### config.mk
export PLATFORM = sky130hd
export DESIGN_NAME = mix_columns_stream
export DESIGN_NICKNAME = d
export VERILOG_FILES = /design/src/rtl/aes_pkg.sv /design/src/rtl/mix_column_comb.sv /design/src/rtl/mix_columns_stream.sv
export SDC_FILE = /design/constraint.sdc
export NUM_CORES = 1
export LEC_CHECK = 0
export BUFFER_PORTS_ARGS = -buffer_cell sky130_fd_sc_hd__buf_2
export CORE_ASPECT_RATIO = 1.25
export CORE_MARGIN = 5
export CORE_UTILIZATION = 69
export CTS_BUF_LIST = sky130_fd_sc_hd__clkbuf_2 sky130_fd_sc_hd__clkbuf_4 sky130_fd_sc_hd__clkbuf_8
export CTS_CLUSTER_SIZE = 28
export DETAILED_ROUTE_END_ITERATION = 8
export GPL_TIMING_DRIVEN = 1
export HOLD_SLACK_MARGIN = 0.05
export PLACE_DENSITY_LB_ADDON = 0.05
export SLEW_MARGIN = 30
export SYNTH_ARGS = -nofsm -noshare
export SYNTH_HDL_FRONTEND = slang
export SYNTH_HIERARCHICAL = 1
export SYNTH_SLANG_ARGS = --single-unit
### constraint.sdc
create_clock -name clock -period 5.11 [get_ports clock]
set_input_delay 1.022 -clock clock [delete_from_list [all_inputs] [get_ports clock]]
set_output_delay 1.022 -clock clock [all_outputs]
set_load 0.05 [all_outputs]
### src/rtl/aes_pkg.sv
// Shared GF(2^8) helpers for the byte-serial MixColumns datapath.
// The inverse multipliers are only compiled when MIXCOL_INV_EN is defined.
package aes_pkg;

    localparam logic [7:0] AES_POLY = 8'h1b;

    typedef logic [7:0] byte_t;

    function automatic byte_t xtime(input byte_t b);
        return {b[6:0], 1'b0} ^ (b[7] ? AES_POLY : 8'h00);
    endfunction

    function automatic byte_t gf_mul3(input byte_t b);
        return xtime(b) ^ b;
    endfunction

`ifdef MIXCOL_INV_EN
    function automatic byte_t gf_mul9(input byte_t b);
        return xtime(xtime(xtime(b))) ^ b;
    endfunction

    function automatic byte_t gf_mulb(input byte_t b);
        return xtime(xtime(xtime(b))) ^ xtime(b) ^ b;
    endfunction

    function automatic byte_t gf_muld(input byte_t b);
        return xtime(xtime(xtime(b))) ^ xtime(xtime(b)) ^ b;
    endfunction

    function automatic byte_t gf_mule(input byte_t b);
        return xtime(xtime(xtime(b))) ^ xtime(xtime(b)) ^ xtime(b);
    endfunction
`endif

endpackage

### src/rtl/mix_column_comb.sv
// Combinational transform of one 32-bit column {a0,a1,a2,a3}, a0 in the MSB.
// Inverse coefficients exist only under MIXCOL_INV_EN; otherwise inv_i is ignored.
module mix_column_comb
    import aes_pkg::*;
(
    input  logic [31:0] col_i,
    input  logic        inv_i,
    input  logic        bypass_i,
    output logic [31:0] col_o
);

    byte_t a0, a1, a2, a3;
    logic [31:0] fwd;

    assign a0 = col_i[31:24];
    assign a1 = col_i[23:16];
    assign a2 = col_i[15:8];
    assign a3 = col_i[7:0];

    assign fwd = {xtime(a0) ^ gf_mul3(a1) ^ a2 ^ a3,
                  a0 ^ xtime(a1) ^ gf_mul3(a2) ^ a3,
                  a0 ^ a1 ^ xtime(a2) ^ gf_mul3(a3),
                  gf_mul3(a0) ^ a1 ^ a2 ^ xtime(a3)};

`ifdef MIXCOL_INV_EN
    logic [31:0] rev;

    assign rev = {gf_mule(a0) ^ gf_mulb(a1) ^ gf_muld(a2) ^ gf_mul9(a3),
                  gf_mul9(a0) ^ gf_mule(a1) ^ gf_mulb(a2) ^ gf_muld(a3),
                  gf_muld(a0) ^ gf_mul9(a1) ^ gf_mule(a2) ^ gf_mulb(a3),
                  gf_mulb(a0) ^ gf_muld(a1) ^ gf_mul9(a2) ^ gf_mule(a3)};

    assign col_o = bypass_i ? col_i : (inv_i ? rev : fwd);
`else
    logic unused_inv;

    assign unused_inv = inv_i;
    assign col_o      = bypass_i ? col_i : fwd;
`endif

endmodule

### src/rtl/mix_columns_stream.sv
// Byte-serial MixColumns with valid/ready on both sides and a one-column output buffer.
// Define MIXCOL_INV_EN to enable InvMixColumns selection through the inv port.
module mix_columns_stream
    import aes_pkg::*;
#(
    parameter int NUM_COLS = 4
) (
    input  logic       clock,
    input  logic       reset_n,
    input  logic [7:0] in_byte,
    input  logic       in_valid,
    output logic       in_ready,
    input  logic       inv,
    input  logic       bypass,
    output logic [7:0] out_byte,
    output logic       out_valid,
    input  logic       out_ready,
    output logic       out_last
);

    localparam int CW = (NUM_COLS > 1) ? $clog2(NUM_COLS) : 1;

    logic [2:0][7:0] hold_q, hold_d;
    logic [1:0]      in_cnt_q, in_cnt_d;
    logic [CW-1:0]   col_cnt_q, col_cnt_d;
    logic            inv_q, inv_d, byp_q, byp_d;
    logic [31:0]     buf_q, buf_d;
    logic            buf_vld_q, buf_vld_d, buf_last_q, buf_last_d;
    logic [1:0]      out_cnt_q, out_cnt_d;

    logic        xfer, state_start, col_last, load, release_c;
    logic [31:0] col_res;

    assign xfer        = in_valid && in_ready;
    assign state_start = xfer && (in_cnt_q == 2'd0) && (col_cnt_q == '0);
    assign col_last    = (col_cnt_q == CW'(NUM_COLS - 1));
    assign load        = xfer && (in_cnt_q == 2'd3);
    assign release_c   = buf_vld_q && out_ready && (out_cnt_q == 2'd3);
    // A 4th byte may only enter when the buffer is free or draining its last byte now.
    assign in_ready    = !((in_cnt_q == 2'd3) && buf_vld_q && !release_c);

    mix_column_comb u_mix (
        .col_i    ({hold_q[0], hold_q[1], hold_q[2], in_byte}),
        .inv_i    (inv_q),
        .bypass_i (byp_q),
        .col_o    (col_res)
    );

`ifndef MIXCOL_INV_EN
    logic unused_inv;
    assign unused_inv = inv;
`endif

    always_comb begin
        hold_d     = hold_q;
        in_cnt_d   = in_cnt_q;
        col_cnt_d  = col_cnt_q;
        byp_d      = byp_q;
        buf_d      = buf_q;
        buf_vld_d  = buf_vld_q;
        buf_last_d = buf_last_q;
        out_cnt_d  = out_cnt_q;
`ifdef MIXCOL_INV_EN
        inv_d      = state_start ? inv : inv_q;
`else
        inv_d      = 1'b0;
`endif
        if (state_start) byp_d = bypass;
        if (xfer) begin
            in_cnt_d = in_cnt_q + 2'd1;
            case (in_cnt_q)
                2'd0:    hold_d[0] = in_byte;
                2'd1:    hold_d[1] = in_byte;
                2'd2:    hold_d[2] = in_byte;
                default: col_cnt_d = col_last ? '0 : col_cnt_q + CW'(1);
            endcase
        end
        if (buf_vld_q && out_ready) out_cnt_d = out_cnt_q + 2'd1;
        if (release_c) buf_vld_d = 1'b0;
        if (load) begin
            buf_d      = col_res;
            buf_vld_d  = 1'b1;
            buf_last_d = col_last;
        end
    end

    always_ff @(posedge clock or negedge reset_n) begin
        if (!reset_n) begin
            hold_q     <= '0;
            in_cnt_q   <= '0;
            col_cnt_q  <= '0;
            inv_q      <= 1'b0;
            byp_q      <= 1'b0;
            buf_q      <= '0;
            buf_vld_q  <= 1'b0;
            buf_last_q <= 1'b0;
            out_cnt_q  <= '0;
        end else begin
            hold_q     <= hold_d;
            in_cnt_q   <= in_cnt_d;
            col_cnt_q  <= col_cnt_d;
            inv_q      <= inv_d;
            byp_q      <= byp_d;
            buf_q      <= buf_d;
            buf_vld_q  <= buf_vld_d;
            buf_last_q <= buf_last_d;
            out_cnt_q  <= out_cnt_d;
        end
    end

    always_comb begin
        case (out_cnt_q)
            2'd0:    out_byte = buf_q[31:24];
            2'd1:    out_byte = buf_q[23:16];
            2'd2:    out_byte = buf_q[15:8];
            default: out_byte = buf_q[7:0];
        endcase
    end

    assign out_valid = buf_vld_q;
    assign out_last  = buf_vld_q && buf_last_q && (out_cnt_q == 2'd3);

endmodule

# Word-level counts from Yosys, hierarchy flattened

Cells that the tools add are included.

Register bits after elaboration: 65
Input port bits: 14
Output and inout bits: 11
Logic and storage cells: 71

$add $sub $neg: 3
Equal/unequal tests: 7
Muxes and demuxes: 9
Bitwise gates (word level): 21
Reduce and logical (&&, ||, !) cells: 21

Operators with widths:

| cell                                                                   | number |
|---|---|
| 8-bit XOR                                                              | 20 |
| 32-bit 2-to-1 mux                                                      | 1 |
| 8-bit one-hot mux with 3 select lines                                  | 1 |
| 5-bit 2-to-1 mux                                                       | 4 |
| 2-bit equality test (second input constant)                            | 5 |
| 1-bit logical AND                                                      | 10 |
| 2-bit AND reduction                                                    | 4 |
| 2-bit by 1-bit adder with 2-bit output (second input constant)         | 3 |
| 2-bit zero test                                                        | 3 |
| 2-bit by 1-bit equality test with 1-bit output (second input constant) | 2 |
| 3-bit OR reduction                                                     | 1 |
| 1-bit zero test                                                        | 2 |
| 1-bit 2-to-1 mux                                                       | 2 |
| 2-bit 2-to-1 mux                                                       | 1 |
| 2-bit nonzero test                                                     | 1 |
| 1-bit NOT                                                              | 1 |

# Longest topological paths before layout

Word-level depth: 8
Gate-level depth with buffers: 6
Gate-level depth less buffers: 5

# Hierarchy

The synthesis kept the hierarchy.

By module, submodules not included:

| module             | times used | cells each | area an instance (um2) |
|---|---|---|---|
| mix_columns_stream | 1          | 195        | 2970.3 |
| mix_column_comb    | 1          | 157        | 1714.1 |

# Worst setup path after synthesis

OpenSTA, ideal clock, no wires.

Path kind: register -> output
From: reg out_cnt_q[0]
To: out out_byte[3]
Data arrival time: 1.746 ns
Required time: 4.088 ns
Slack: 2.342 ns
Cell stages (with the launch flop): 6
Path buffers: 1
Path through: dfrtp_1 > inv_1 > ha_1 > clkbuf_1 > a222oi_1 > mux2i_1

Word-level cells in the longest chain between the ends: 2
Elaborated cells between the ends (all ways): 4

RTL lines:

| item                                              | line                      | text |
|---|---|---|
| from (decl)                                       | mix_columns_stream.sv:29  | `logic [1:0] out_cnt_q, out_cnt_d;` |
| from (signal assigned)                            | mix_columns_stream.sv:107 | `out_cnt_q <= out_cnt_d;` |
| 2-bit equality test, or another cell as far along | mix_columns_stream.sv:112 | `case (out_cnt_q)` |
| 8-bit one-hot mux with 3 select lines *           | mix_columns_stream.sv:112 |  |
| to (decl)                                         | mix_columns_stream.sv:15  | `output logic [7:0] out_byte,` |

Every way passes the cells marked *; elsewhere a longest branch is shown, timed or not.

# Worst setup path in the final report

From: reg out_cnt_q[0]
To: out out_byte[6]

The elaborated chain is that of the path after synthesis.

==> summary.md <==
The flow ran to the end, and the final reports show no timing, DRC or antenna violations. The run gives 0 as the buffers inserted during post-CTS setup optimization. The time the worst path needs with I/O delays and setup works out to 2.98 ns. At the worst endpoint, the arrival time is 1.96 ns. Dividing the final minimum period by the clock period gives 58.3%.

The logs give 8540 µm² for the die outline area and 0 for the residual antenna-violating net count after detailed routing. The H-tree generated during clock tree synthesis spans 3 levels. The data required time of the worst path is 4.09 ns. The max-slew headroom at the worst pin is 45.2%. STA classifies the critical path endpoint as a primary output. The logs give 375 for the net count after synthesis and 351 for the gate count of the mapped netlist. The area of the mapped netlist is 4680 µm², and the peak clock frequency supported by timing is 0.336 GHz. The tools report the CTS root buffer as sky130_fd_sc_hd__clkbuf_8. For the placement-stage worst setup slack, the log shows 2.31 ns. CTS saw 65 sinks.

Post-CTS repair changed the size of 0 cells. The ratio of cells with drive above 1 in the final layout is 32.4%, and the highest net fanout along the worst path is 8. The number of endpoints with negative hold slack in the final report is 0, and the global-route usage over all layers is 21.2%. Pin placement for this block handled 25 I/O pins. The number of antenna violations at the first check in global routing is 0, and the vias after detailed routing is 2583.

For this run, the number of Yosys warnings is 6. Fill cells in the final layout number 456. The standard cell core area came out at 6610 µm². The worst setup path is launched from a flip-flop. Counting along the longest clock path gives a buffer depth of 2. The critical path is of the reg2out type. Setup total negative slack on the finished layout was measured at 0 ns.

For this run the aggregate overflow at the end of global routing stands at 0. For this run, the detailed router's first-pass iteration total came to 4. Summed over all layers, the routed wires come to 8400 µm. The initial utilization of the core area, before any placement, comes to 70.9%.

TritonCTS built the clock tree. The floorplan has 33 rows. After the last flow step, the layout net total stands at 386. For the pin with the worst max-slew slack, the measured transition is 0.822 ns. For the final worst clock skew, the log shows 0.00689 ns.

The min-delay analysis places its worst path in the category reg2reg. The repair_antennas step left the layout with diodes totalling 0. In the final routed layout, each cell accounts on average for 18.5 µm. The layout overhead on the synthesized area came out at 5.72%. The total count of max-transition violations in the final report was 0; the number of buffers created by CTS was 9.

Max-cap violations in this run came to 0. The clock transition at the register clock pins on the worst setup and hold paths after CTS came out at 0.07 ns. The mean instance size in the synthesized netlist works out to 13.3 µm².

For the post-cts hold buffer count, the log shows 0. The die outline height was 102 µm. Setup repair after global routing left no endpoint under its margin.

The first global-routing pass estimated 13800 µm of wire. The mean number of vias per cell is 5.69, and the total DRC errors in the routed layout is 0. For the worst-case setup margin in the final layout, the log shows 2.13 ns. The insertion delay to the later sink of the worst-skew pair is 0.35 ns. The tools report the initial detailed-routing violation count as 149. Across the whole layout, storage elements account for 1630 µm².

The tools report the maximum number of pins on one net before global-route repair as 66. The global placement routability congestion was 0.777; the number of buffers added on ports was 23. The tools report the area used by multi-input combinational logic as 2810 µm². The via count of the first global-routing pass was 2612; the width of the die was 83.7 µm.

The logs give 5880 µm for the final HPWL from detailed placement and 0 for the count of final setup violators.
## critical path, cell delays in order, from the launching register on
cell and delay, ns:
sky130_fd_sc_hd__dfrtp_1 0.42, sky130_fd_sc_hd__inv_1 0.09, sky130_fd_sc_hd__ha_1 0.32, sky130_fd_sc_hd__a222oi_1 0.41, sky130_fd_sc_hd__mux2i_1 0.11, sky130_fd_sc_hd__buf_2 0.23
## placed cells by master, fill, tap and decap left out, drive strengths merged
master and count:
xor2 20, nand2 36, bufinv 2, xnor3 35, buf 26, clkinvlp 1
dfrtp 65, nand3 1, a222oi 8, and3 1, o21ai 30, clkinv 3
inv 14, mux2 64, clkbuf 10, a21oi 4, xnor2 19, xor3 5
nand2b 1, mux2i 8, a21boi 2, nor2 2, ha 10
## through the flow
stage                     utilization, %  hold WS [ns]  cells  instance area, µm²
after CTS                           74.9         0.512    454                4950
after detailed placement            71.7         0.492    438                4730
after global routing                74.9         0.530    454                4950
final                               74.9         0.508    454                4950
after floorplan                        -         0.475    351                4680
after global placement              71.7         0.491    438                4730
## final timing paths
kind	startpoint	to	slack, ns	cells past startpoint
min reg2reg	buf_q[4]	buf_q[4]	0.51	1
max in group asynchronous	reset_n	byp_q	3.72	2
min	buf_q[4]	buf_q[4]	0.51	1
min in group asynchronous	reset_n	buf_q[0]	0.85	2
max	out_cnt_q[0]	out_byte[6]	2.13	5
max reg2reg	out_cnt_q[0]	buf_q[7]	2.57	5
## layer usage
layer / vias up / share of wire [%] / wire length [µm] / global-route usage (%)
li1: 1238 / - / - / -
met1: 1293 / 49 / 4140 / 31.3
met2: 40 / 45 / 3760 / 30.6
met3: 12 / 4.0 / 332 / 3.23
met4: 0 / 2.0 / 170 / 11.0
met5: - / 0 / 0 / 0
## registers in the layout, summed over array words and instances (netlist names)
| register | count |
|---|---|
| hold_q | 24 |
| col_cnt_q | 2 |
| out_valid | 1 |
| byp_q | 1 |
| in_cnt_q | 2 |
| out_cnt_q | 2 |
| buf_last_q | 1 |
| buf_q | 32 |
## area by class of cell
| type | count | share of cell area [%] |
|---|---|---|
| Sequential cell | 65 | 32.9 |
| Clock inverter | 6 | 1.67 |
| Multi-Input combinational cell | 246 | 56.8 |
| Tap cell | 87 | 2.20 |
| Clock buffer | 10 | 2.65 |
| Timing Repair Buffer | 26 | 2.78 |
| Inverter | 14 | 1.06 |
Power is not shown: default switching activity piles up to over one toggle a cycle in this logic, so the estimate is an artifact.
